`src/rtl/afg_trig_pkg.sv`:
```
// Shared mode codes and FSM state encodings for the trigger/burst sequencer.
package afg_trig_pkg;

    typedef enum logic [1:0] {
        MODE_OFF    = 2'b00,
        MODE_NORMAL = 2'b01,
        MODE_SINGLE = 2'b10,
        MODE_CONT   = 2'b11
    } mode_e;

    typedef enum logic [2:0] {
        ST_IDLE    = 3'd0,
        ST_ARMED   = 3'd1,
        ST_DELAY   = 3'd2,
        ST_PLAY    = 3'd3,
        ST_HOLDOFF = 3'd4
    } state_e;

    // Modes in which a trigger outside ARMED counts as missed.
    function automatic logic is_trig_mode(mode_e mode);
        return (mode == MODE_NORMAL) || (mode == MODE_SINGLE);
    endfunction

endpackage

```
`src/rtl/trig_edge_detect.sv`:
```
// A-rise / B-fall trigger detector; emits one registered event per cycle with either edge.
module trig_edge_detect (
    input  logic Clock,
    input  logic Reset,
    input  logic Trig_Ain,
    input  logic Trig_Bin,
    output logic Trig_Evt
);

    logic ain_q;
    logic bin_q;
    logic evt_q;

    // History loads the live pin level during reset so release never looks like an edge.
    always_ff @(posedge Clock) begin
        if (Reset) begin
            ain_q <= Trig_Ain;
            bin_q <= Trig_Bin;
            evt_q <= 1'b0;
        end else begin
            ain_q <= Trig_Ain;
            bin_q <= Trig_Bin;
            evt_q <= (Trig_Ain & ~ain_q) | (~Trig_Bin & bin_q);
        end
    end

    assign Trig_Evt = evt_q;

endmodule

```
`src/rtl/trigger_burst_controller.sv`:
```
// Trigger-driven sequencer for the waveform player: arm, delay, burst of N periods, holdoff.
module trigger_burst_controller
    import afg_trig_pkg::*;
#(
    parameter int unsigned CNT_W  = 16,
    parameter int unsigned DLY_W  = 16,
    parameter int unsigned MISS_W = 8
) (
    input  logic              Clock,
    input  logic              Reset,
    input  logic              Trig_Ain,
    input  logic              Trig_Bin,
    input  logic [1:0]        Mode,
    input  logic              Arm,
    input  logic [CNT_W-1:0]  Burst_Len,
    input  logic [DLY_W-1:0]  Trig_Delay,
    input  logic [DLY_W-1:0]  Holdoff,
    input  logic              Play_Done,
    output logic              Play_Start,
    output logic              Armed,
    output logic              Busy,
    output logic [CNT_W-1:0]  Burst_Cnt,
    output logic [MISS_W-1:0] Miss_Cnt
);

    mode_e              mode;
    logic               trig_evt;

    state_e             state_q, state_d;
    logic [CNT_W-1:0]   len_q, len_d;
    logic [DLY_W-1:0]   hold_q, hold_d;
    logic [DLY_W-1:0]   dly_cnt_q, dly_cnt_d;
    logic [DLY_W-1:0]   hold_cnt_q, hold_cnt_d;
    logic [CNT_W-1:0]   burst_cnt_q, burst_cnt_d;
    logic [MISS_W-1:0]  miss_q, miss_d;
    logic               play_start_q, play_start_d;
    logic               cont_q, cont_d;

    logic               latch_cfg;
    logic               enter_play;
    logic               enter_hold;
    logic [CNT_W-1:0]   burst_next;

    assign mode       = mode_e'(Mode);
    assign burst_next = burst_cnt_q + CNT_W'(1);

    trig_edge_detect u_edge (
        .Clock    (Clock),
        .Reset    (Reset),
        .Trig_Ain (Trig_Ain),
        .Trig_Bin (Trig_Bin),
        .Trig_Evt (trig_evt)
    );

    always_comb begin
        state_d      = state_q;
        len_d        = len_q;
        hold_d       = hold_q;
        dly_cnt_d    = dly_cnt_q;
        hold_cnt_d   = hold_cnt_q;
        burst_cnt_d  = burst_cnt_q;
        miss_d       = miss_q;
        play_start_d = 1'b0;
        cont_d       = cont_q;
        latch_cfg    = 1'b0;
        enter_play   = 1'b0;
        enter_hold   = 1'b0;

        unique case (state_q)
            ST_IDLE: begin
                if (mode == MODE_CONT) begin
                    latch_cfg  = 1'b1;
                    enter_play = 1'b1;
                end else if (mode == MODE_NORMAL || (mode == MODE_SINGLE && Arm)) begin
                    state_d = ST_ARMED;
                end
            end
            ST_ARMED: begin
                if (mode == MODE_CONT) begin
                    latch_cfg  = 1'b1;
                    enter_play = 1'b1;
                end else if (trig_evt) begin
                    latch_cfg = 1'b1;
                    if (Trig_Delay == '0) begin
                        enter_play = 1'b1;
                    end else begin
                        state_d   = ST_DELAY;
                        dly_cnt_d = Trig_Delay - DLY_W'(1);
                    end
                end
            end
            ST_DELAY: begin
                if (dly_cnt_q == '0) enter_play = 1'b1;
                else                 dly_cnt_d = dly_cnt_q - DLY_W'(1);
            end
            ST_PLAY: begin
                if (Play_Done) begin
                    burst_cnt_d = burst_next;
                    // A continuous run ends only at a period boundary once Mode leaves 11.
                    if (cont_q) begin
                        if (mode == MODE_CONT) play_start_d = 1'b1;
                        else                   enter_hold   = 1'b1;
                    end else if (burst_next == len_q) begin
                        enter_hold = 1'b1;
                    end else begin
                        play_start_d = 1'b1;
                    end
                end
            end
            ST_HOLDOFF: begin
                if (hold_cnt_q == '0) begin
                    if (mode == MODE_NORMAL) begin
                        state_d = ST_ARMED;
                    end else if (mode == MODE_CONT) begin
                        latch_cfg  = 1'b1;
                        enter_play = 1'b1;
                    end else begin
                        state_d = ST_IDLE;
                    end
                end else begin
                    hold_cnt_d = hold_cnt_q - DLY_W'(1);
                end
            end
            default: state_d = ST_IDLE;
        endcase

        if (latch_cfg) begin
            len_d  = (Burst_Len == '0) ? CNT_W'(1) : Burst_Len;
            hold_d = Holdoff;
        end

        if (enter_play) begin
            state_d      = ST_PLAY;
            play_start_d = 1'b1;
            burst_cnt_d  = '0;
            cont_d       = (mode == MODE_CONT);
        end

        if (enter_hold) begin
            state_d    = ST_HOLDOFF;
            hold_cnt_d = (hold_q == '0) ? '0 : hold_q - DLY_W'(1);
        end

        // Mode 00 overrides everything: no start, count frozen.
        if (mode == MODE_OFF) begin
            state_d      = ST_IDLE;
            play_start_d = 1'b0;
            burst_cnt_d  = burst_cnt_q;
        end

        if (Arm) begin
            miss_d = '0;
        end else if (trig_evt && state_q != ST_ARMED && is_trig_mode(mode) && miss_q != '1) begin
            miss_d = miss_q + MISS_W'(1);
        end
    end

    always_ff @(posedge Clock) begin
        if (Reset) begin
            state_q      <= ST_IDLE;
            len_q        <= CNT_W'(1);
            hold_q       <= '0;
            dly_cnt_q    <= '0;
            hold_cnt_q   <= '0;
            burst_cnt_q  <= '0;
            miss_q       <= '0;
            play_start_q <= 1'b0;
            cont_q       <= 1'b0;
        end else begin
            state_q      <= state_d;
            len_q        <= len_d;
            hold_q       <= hold_d;
            dly_cnt_q    <= dly_cnt_d;
            hold_cnt_q   <= hold_cnt_d;
            burst_cnt_q  <= burst_cnt_d;
            miss_q       <= miss_d;
            play_start_q <= play_start_d;
            cont_q       <= cont_d;
        end
    end

    assign Play_Start = play_start_q;
    assign Armed      = (state_q == ST_ARMED);
    assign Busy       = (state_q == ST_DELAY) || (state_q == ST_PLAY) || (state_q == ST_HOLDOFF);
    assign Burst_Cnt  = burst_cnt_q;
    assign Miss_Cnt   = miss_q;

endmodule

```
`config.mk`:
```
export PLATFORM = sky130hd
export DESIGN_NAME = trigger_burst_controller
export DESIGN_NICKNAME = d
export VERILOG_FILES = /design/src/rtl/afg_trig_pkg.sv /design/src/rtl/trig_edge_detect.sv /design/src/rtl/trigger_burst_controller.sv
export SDC_FILE = /design/constraint.sdc
export NUM_CORES = 1
export LEC_CHECK = 0
export ABC_AREA = 1
export BUFFER_PORTS_ARGS = -buffer_cell sky130_fd_sc_hd__buf_2
export CAP_MARGIN = 5
export CORE_MARGIN = 3
export CORE_UTILIZATION = 50
export CTS_BUF_LIST = sky130_fd_sc_hd__clkbuf_8
export CTS_CLUSTER_SIZE = 30
export DETAILED_ROUTE_END_ITERATION = 7
export PLACE_DENSITY = 0.68
export REMOVE_ABC_BUFFERS = 1
export SLEW_MARGIN = 5
export SYNTH_ARGS = -nofsm -noshare
export SYNTH_HDL_FRONTEND = slang
export SYNTH_SLANG_ARGS = --single-unit
```
`constraint.sdc`:
```
create_clock -name Clock -period 6.6 [get_ports Clock]
set_input_delay 1.65 -clock Clock [delete_from_list [all_inputs] [get_ports Clock]]
set_output_delay 1.65 -clock Clock [all_outputs]
set_load 0.005 [all_outputs]
```
# Word-level counts from Yosys, hierarchy flattened
# Cells that the tools add are included.
[op_classes]
addsub = 6
eq_ne = 31
muxes = 45
bitwise_logic = 6
reduce_logical = 28
[op_table]
columns = ["cell", "n"]
rows = [
  ["two-way mux 16 bit", 12],
  ["logical NOT 16 bit", 5],
  ["subtractor 16 x 1 -> 16 bit, second input constant", 4],
  ["case mux 16 bit (2 select lines)", 1],
  ["two-way mux 3 bit", 10],
  ["inequality test 4 bit, second input constant", 6],
  ["two-way mux 1 bit", 19],
  ["adder 16 x 1 -> 16 bit, second input constant", 1],
  ["== test 16 bit", 1],
  ["AND reduction 8 bit", 2],
  ["inequality test 3 bit, second input constant", 5],
  ["case mux 3 bit (4 select lines)", 1],
  ["inequality test 3 x 1 -> 1 bit, second input constant", 3],
  ["adder 8 x 1 -> 8 bit, second input constant", 1],
  ["inequality test 2 bit, second input constant", 4],
  ["inequality test 8 bit, second input constant", 1],
  ["nonzero test 2 bit", 4],
  ["== test 3 x 2 -> 1 bit, second input constant", 2],
  ["OR reduction 2 bit", 3],
  ["inequality test 5 bit, second input constant", 1],
  ["AND reduction 5 bit", 1],
  ["== test 2 bit, second input constant", 2],
  ["logical AND 1 bit", 4],
  ["logical OR 1 bit", 4],
  ["15 further kinds", 19],
]
[word_totals]
reg_bits = 96
output_inout_bits = 27
elab_cells = 129

# Longest topological paths before layout
# Gate-level depths: netlist of the first run.
[depth]
depth_word = 8
mapped_depth = 19

# Hierarchy
# From an unflattened synthesis of the first run, not the netlist that was laid out.
[unflattened]
hier_cells = 904
hier_area_um2 = 5874.4
[by_module_without_submodules]
columns = ["mod", "instances", "cells_per_inst", "area_per_inst_um2", "seq_area_each_um2"]
rows = [
  ["trigger_burst_controller", 1, 896, 5790.6, 1861.8],
  ["trig_edge_detect", 1, 8, 83.8, 60.1],
]

# Worst setup path before layout of the first run
# No wires, ideal clock.
[synth_path]
path_kind = "input to register"
start = "input port Trig_Delay[0]"
end = "register dly_cnt_q[14]"
setup_ns = 0.115
arrival_ns = 3.035
slack_ns = 3.450
path_stages = 14
path_buffers = 0
cell_sequence = "inv_1 > nand2_1 > o21ai_1 > ha_1 > inv_1 > nor2_1 > nand2_1 > nor2_2 > nand3_1 > nor2_1 > nand3_1 > xnor2_1 > o21ai_0 > inv_1"
[synth_between]
elab_chain_len = 5
elab_cells_between_ends = 8
classes_between = "add/sub (1); eq/ne (1); mux (4); reduce/logical (2)"
[synth_rtl]
columns = ["element", "line_no", "rtl"]
rows = [
  ["start: declaration", "trigger_burst_controller.sv:16", "input logic [DLY_W-1:0] Trig_Delay,"],
  ["subtractor 16 x 1 -> 16 bit", "trigger_burst_controller.sv:88", "dly_cnt_d = Trig_Delay - DLY_W'(1);"],
  ["two-way mux 16 bit", "trigger_burst_controller.sv:84", "if (Trig_Delay == '0) begin"],
  ["two-way mux 16 bit", "trigger_burst_controller.sv:82", "end else if (trig_evt) begin"],
  ["two-way mux 16 bit", "trigger_burst_controller.sv:79", "if (mode == MODE_CONT) begin"],
  ["case mux 16 bit (2 select lines)", "trigger_burst_controller.sv:69", "unique case (state_q)"],
  ["end signal: assignment", "trigger_burst_controller.sv:173", "dly_cnt_q <= dly_cnt_d;"],
  ["end: declaration", "trigger_burst_controller.sv:32", "logic [DLY_W-1:0] dly_cnt_q, dly_cnt_d;"],
]
# Several ways; a longest one is shown, not always the timed one. The select of a mux whose other input is x is not followed.
# A chain may end at the register's enable or synchronous reset.

# Worst setup path in the final report of the first run
[layout_path]
start = "input port Trig_Delay[12]"
end = "register dly_cnt_q[8]"
[layout_between]
elab_chain_len = 3
[layout_rtl]
columns = ["element", "line_no"]
rows = [
  ["logical NOT 16 bit", "trigger_burst_controller.sv:84"],
  ["inequality test 2 bit (no line)", "--"],
  ["AND reduction 5 bit (no line)", "--"],
]
# Every way passes these cells.

==> results.py, run 1 <==
metrics = {
    "status": {
        "status": "complete, no violations",
    },
    "grt": {
        "grt_pass1_wl_mm": 25.1,
        "antenna_found_initial": 0,
        "grt.total_usage_pct": 23.3,
        "grt_pass1_vias": 5439,
        "grt_max_degree": 44,
        "grt-ovfl-total": 0,
    },
    "setup_path": {
        "worstPathCellList": "buf_2 > inv_1 > nand2_1 > nor4_1 > nand3_1 > nand3_1 > inv_1 > o21a_1 > o31ai_1 > inv_1",
        "cpPeakStageDelay_ps": 440,
        "critPathLaunchType": "input port",
        "timing.rr.start": "state_q[0]",
        "cp_slowest_cell": "nand3_1",
        "end_kind": "flop",
        "cp_max_fo": 20,
        "crit_arrival_ps": 3770,
        "path_class": "in2reg",
        "crit_path_frequent_cell": "inv_1",
        "worstPathRequired_ps": 6880,
        "startpoint": "Trig_Delay[12]",
    },
    "floorplanning": {
        "io_pins": 83,
        "rows": 39,
        "start_util_pct": 51.6,
        "fp.dieW_microns": 115,
        "dieHeight_microns": 115,
        "core_sq_um": 11500,
        "dieArea_sq_um": 13200,
    },
    "min_path": {
        "hold_start": "len_q[1]",
        "hold_path.class": "reg2reg",
    },
    "sta": {
        "skew_ps": 14.3,
        "finalWorstSetupSlack_ps": 3110,
        "tns_ps": 0,
        "maxSlewHeadroom_pct": 35.5,
        "fin_crit_sh_pct": 52.9,
        "final-hold-violation-count": 0,
        "timing.fmax_mhz": 287,
        "fin_crit_ps": 3490,
        "worstMarginPinSlew_ps": 967,
        "slew_viol_final": 0,
        "setup_viol": 0,
        "rsz0062_at_grt": "false",
    },
    "place": {
        "dp_hpwl_mm": 11.2,
        "dp_slack_ps": 2750,
        "gp_congestion": 0.907,
        "port_buffers": 82,
    },
    "layout": {
        "seqCellArea_sq_um": 1920,
        "synthToLayoutAreaGrowth_pct": 11.5,
        "fillCellCount": 1227,
        "final_util_pct": 57.5,
        "multiInputGateArea_sq_um": 3370,
        "drive_gt1_share_pct": 14.0,
        "final_net_count": 1049,
        "n_antenna_cell": 0,
    },
    "route": {
        "wl_per_cell_microns": 13.3,
        "ant_nets": 0,
        "route.detailed.vias_per_inst": 5.26,
        "initialDrtViolationCount": 388,
        "remaining_drc_errors": 0,
        "wl_mm": 15.1,
        "drt_pre_antenna_iters": 5,
        "num_vias": 5941,
    },
    "clock_tree": {
        "htree_levels": 3,
        "post_cts_resized": 0,
        "clk_latency_ps": 390,
        "path_clk_slew_ps": 90,
        "clockBufferDepth": 2,
        "hold_buffers": 0,
        "postCtsSetupBuffers": 0,
        "cts_sinks": 96,
        "numCtsBuffers": 9,
        "clockRootBuffer": "clkbuf_8",
        "cts_tree": "done",
    },
    "yosys": {
        "ys_top_cells_by_count": "nand2_1, inv_1, nor2_1",
        "yosysTopAreaCell": "dfxtp_1",
        "synth_flop_cell": "dfxtp_1",
        "synthDistinctLibCells": 44,
        "async_flop_share_pct": 0,
        "ys_seq_elements": 96,
        "syn-cell-area_sq_um": 5940,
        "syn_inst": 917,
        "synth_edf_count": 0,
        "synth_top_area_share_pct": 32.3,
        "yosys_warnings": 0,
        "avgSynthCellArea_sq_um": 6.48,
        "synth_most_common_cell": "nand2_1",
        "synth-seq-area-share_pct": 32.3,
        "synth_area_leaders": "dfxtp_1, nand2_1, inv_1, nor2_1, o21ai_0",
    },
    "pwr": {
        "peakVddDrop_v": 0.000174,
        "total_leakage_power_nw": 3.11,
        "power_density_nw_per_um2": 217,
    },
    "run": {
        "cap_violations": 0,
    },
}
-- placed cells by master (no fill, tap or decap), types with 7 or more instances in the layout --
cell type	instances
nor4_1	11
o21ai_1	7
dfxtp_1	96
o21ai_0	74
nand2_1	172
nor3_1	8
xor2_1	21
nand3_1	66
a211oi_1	9
nand4_1	26
inv_1	127
buf_2	82
nor2_1	125
clkbuf_8	9
a21oi_1	65
ha_1	10
-- critical path, delay by kind of cell --
kind / cells / cell delay (ps)
buffers and inverters: 4 / 680
AO/OA/AOI/OAI: 2 / 350
AND/OR/NAND/NOR: 4 / 1080
-- per-layer routing --
layer	up-vias	part of all wire (%)	track usage, %
met5	-	0	0
met4	0	1.7	7.28
met3	20	4.3	4.63
met2	108	48	38.6
met1	2692	46	30.5
li1	3121	-	-
-- state kept, by name (all words and copies together), names as in the netlist --
| register | flops |
|---|---|
| hold_cnt_q | 16 |
| Burst_Cnt | 16 |
| state_q | 3 |
| u_edge.ain_q | 1 |
| len_q | 16 |
| Play_Start | 1 |
| cont_q | 1 |
| dly_cnt_q | 16 |
| u_edge.Trig_Evt | 1 |
| hold_q | 16 |
| Miss_Cnt | 8 |
| u_edge.bin_q | 1 |
-- per-stage QoR --
step	instances	power (W)	area, sq um	hold slack (ps)
after floorplan	886	0.000910	5790	443
after global placement	1115	0.00101	6410	459
after detailed placement	1115	0.00101	6410	461
after CTS	1130	0.00145	6630	474
after global routing	1130	0.00153	6630	497
final	1130	0.00144	6630	475
-- power breakdown --
group | internal, W | switching (W)
registers | 0.000623 | 0.0000366
clock network | 0.000213 | 0.000224
logic | 0.000121 | 0.000220
-- kinds of logic after synthesis --
group                    share of synthesized area [%]
flip-flops                                        32.3
adder cells (fa/ha/maj)                           2.10
AND/OR/NAND/NOR                                   33.8
buffers and inverters                             10.9
AO/OA/AOI/OAI                                     16.1
XOR/XNOR                                          4.74
-- final cells by class --
type                            instances  share of cell area, %
Clock buffer                            9                   1.87
Timing Repair Buffer                   86                   6.65
Clock inverter                          6                   1.40
Multi-Input combinational cell        658                   50.9
Inverter                              132                   7.48
Tap cell                              143                   2.70
Sequential cell                        96                   29.0
-- worst paths after layout --
check / to / slack, ps / depth (start not counted)
worst max-delay path: dly_cnt_q[8] / 3110 / 10
worst min-delay path: len_q[1] / 470 / 2
worst max register to register: Burst_Cnt[7] / 3650 / 12
worst min register to register: len_q[1] / 470 / 2
(Power assumes the default switching activity.)
==> inputs of run 2 (changes only) <==
==> constraint.sdc (replaced) <==
create_clock -name Clock -period 3.3 [get_ports Clock]
set_input_delay 0.825 -clock Clock [delete_from_list [all_inputs] [get_ports Clock]]
set_output_delay 0.825 -clock Clock [all_outputs]
set_load 0.005 [all_outputs]
==> run 2 against run 1 <==
Compared with the run above: core utilization up 0.098 points; critical path depth up 4; clock skew down 5.2 ps; wire length down 1.3%; flip-flop and latch count unchanged; design area up 0.17%; largest cell class unchanged; highest routed layer unchanged.
==> results.py, run 2 (same netlist as run 1, synthesis figures left out) <==
metrics = {
    "setup_path": {
        "cp_max_fo": 19,
        "path_buf_inv": 3,
        "cp_slowest_cell": "dfxtp_1",
        "critPathLaunchType": "flop",
        "startpoint": "state_q[2]",
        "worstPathCellList": "inv_2 > nand3_2 > o21ai_0 > ha_1 > inv_1 > nor2_1 > nand2_1 > nor2_2 > nand3_1 > nor2_1 > nand3_1 > xnor2_1 > o21ai_0 > inv_1",
        "end_kind": "flop",
        "crit_arrival_ps": 2880,
        "cp_top_family": "simple AND/OR/NAND/NOR gates",
        "cpPeakStageDelay_ps": 350,
        "path_class": "reg2reg",
        "worstPathRequired_ps": 3580,
        "timing.rr.start": "state_q[2]",
    },
    "pwr": {
        "sequentialPowerShare_pct": 48.7,
        "total_leakage_power_nw": 3.13,
        "power.share.combinational_pct": 25.7,
        "p_sw_w": 0.000941,
        "internal-power_w": 0.00177,
        "clockPowerShare_pct": 25.5,
        "peakVddDrop_v": 0.000330,
        "power_density_nw_per_um2": 408,
        "switching_share_pct": 34.7,
    },
    "route": {
        "num_vias": 6024,
        "initialDrtViolationCount": 375,
        "ant_nets": 0,
        "remaining_drc_errors": 0,
        "route.detailed.vias_per_inst": 5.29,
        "wl_per_cell_microns": 13.1,
        "drt_pre_antenna_iters": 5,
        "wl_mm": 14.9,
    },
    "clock_tree": {
        "clockRootBuffer": "clkbuf_8",
        "cts_tree": "done",
        "hold_buffers": 0,
        "clk_latency_ps": 380,
        "numCtsBuffers": 9,
        "cts_sinks": 96,
        "clockBufferDepth": 2,
        "postCtsSetupBuffers": 0,
        "path_clk_slew_ps": 90,
        "post_cts_resized": 0,
        "htree_levels": 3,
    },
    "sta": {
        "hold_ws_ps": 478,
        "timing.fmax_mhz": 385,
        "maxSlewHeadroom_pct": 58.8,
        "worstMarginPinSlew_ps": 612,
        "skew_ps": 9.12,
        "final-hold-violation-count": 0,
        "finalWorstSetupSlack_ps": 701,
        "rsz0062_at_grt": "false",
        "fin_crit_sh_pct": 78.8,
        "slew_viol_final": 0,
        "setup_viol": 0,
        "tns_ps": 0,
        "fin_crit_ps": 2600,
    },
    "layout": {
        "multiInputGateArea_sq_um": 3370,
        "layout_common_cells": "nand2_1, inv_1, nor2_1, dfxtp_1, buf_2",
        "seqCellArea_sq_um": 1920,
        "synthToLayoutAreaGrowth_pct": 11.7,
        "n_antenna_cell": 0,
        "finalNonFillerCells": 1139,
        "fillCellCount": 1206,
        "final_common_cell": "nand2_1",
        "final_net_count": 1058,
        "drive_gt1_share_pct": 14.8,
    },
    "floorplanning": {
        "core_sq_um": 11500,
        "rows": 39,
        "fp.dieW_microns": 115,
        "start_util_pct": 51.6,
        "dieHeight_microns": 115,
        "dieArea_sq_um": 13200,
        "io_pins": 83,
    },
    "status": {
        "status": "complete, no violations",
    },
    "min_path": {
        "hold_start": "len_q[7]",
        "hold_path.class": "reg2reg",
    },
    "grt": {
        "grt_pass1_vias": 5232,
        "grt_max_degree": 31,
        "antenna_found_initial": 0,
        "grt_pass1_wl_mm": 24.6,
        "grt-ovfl-total": 0,
        "met1_usage_pct": 29.9,
        "grtUsageMet2_pct": 38.0,
        "grt.total_usage_pct": 22.8,
        "gr-max-usage-layer": "met2",
        "grt.met3_usage_pct": 4.89,
    },
    "place": {
        "port_buffers": 82,
        "dp.cells": 1124,
        "gp_congestion": 0.903,
        "dp_slack_ps": 647,
        "dp_hpwl_mm": 11.1,
    },
    "run": {
        "cap_violations": 0,
    },
}
run 2: changes by cell type in the layout (fill, tap and decap cells not counted), sizes merged:
cell,change
buf,+9
bufinv,-2
clkinv,+3
clkinvlp,-1
run 2: worst reg2reg max path: cells and delay by family (launching register included):
family,cells,cell delay [ps]
flip-flops,1,350
adder cells (fa/ha/maj),1,210
XOR/XNOR,1,140
buffers and inverters,3,220
AND/OR/NAND/NOR,7,1070
AO/OA/AOI/OAI,2,520
run 2: power by group through the flow:
| stage | clock [W] | combinational, W | sequential [W] |
|---|---|---|---|
| after CTS | 0.000711 | 0.000696 | 0.00132 |
| after detailed placement | 0 | 0.000692 | 0.00135 |
| after global placement | 0 | 0.000689 | 0.00135 |
| final | 0.000692 | 0.000697 | 0.00132 |
| after global routing | 0.000757 | 0.000799 | 0.00133 |
| after floorplan | 0 | 0.000495 | 0.00132 |
run 2: final timing paths:
check	endpoint	slack [ps]	cells after the start
setup / recovery	dly_cnt_q[14]	700	14
hold / removal	len_q[7]	480	2
setup reg to reg	dly_cnt_q[14]	700	14
hold reg to reg	len_q[7]	480	2
run 2: stage by stage:
stage | power (W) | utilization (%) | instance area (sq um)
after detailed placement | 0.00204 | 56.2 | 6480
after global placement | 0.00204 | 56.2 | 6480
after global routing | 0.00289 | 57.6 | 6640
after floorplan | 0.00182 | - | 5790
after CTS | 0.00273 | 57.6 | 6640
final | 0.00271 | 57.6 | 6640
run 2: routing by layer:
metal	part of all wire, %	routed length, microns	up-vias
li1	-	-	3147
met1	47	7050	2746
met2	47	7010	112
met3	3.8	559	19
met4	1.8	263	0
met5	0	0	-
run 2: cell type report:
cell class                      instances  share of cell area [%]
Multi-Input combinational cell        658                    50.8
Timing Repair Buffer                   95                    7.65
Clock buffer                            9                    1.87
Inverter                              132                    7.46
Sequential cell                        96                    29.0
Tap cell                              143                    2.70
Clock inverter                          6                   0.547
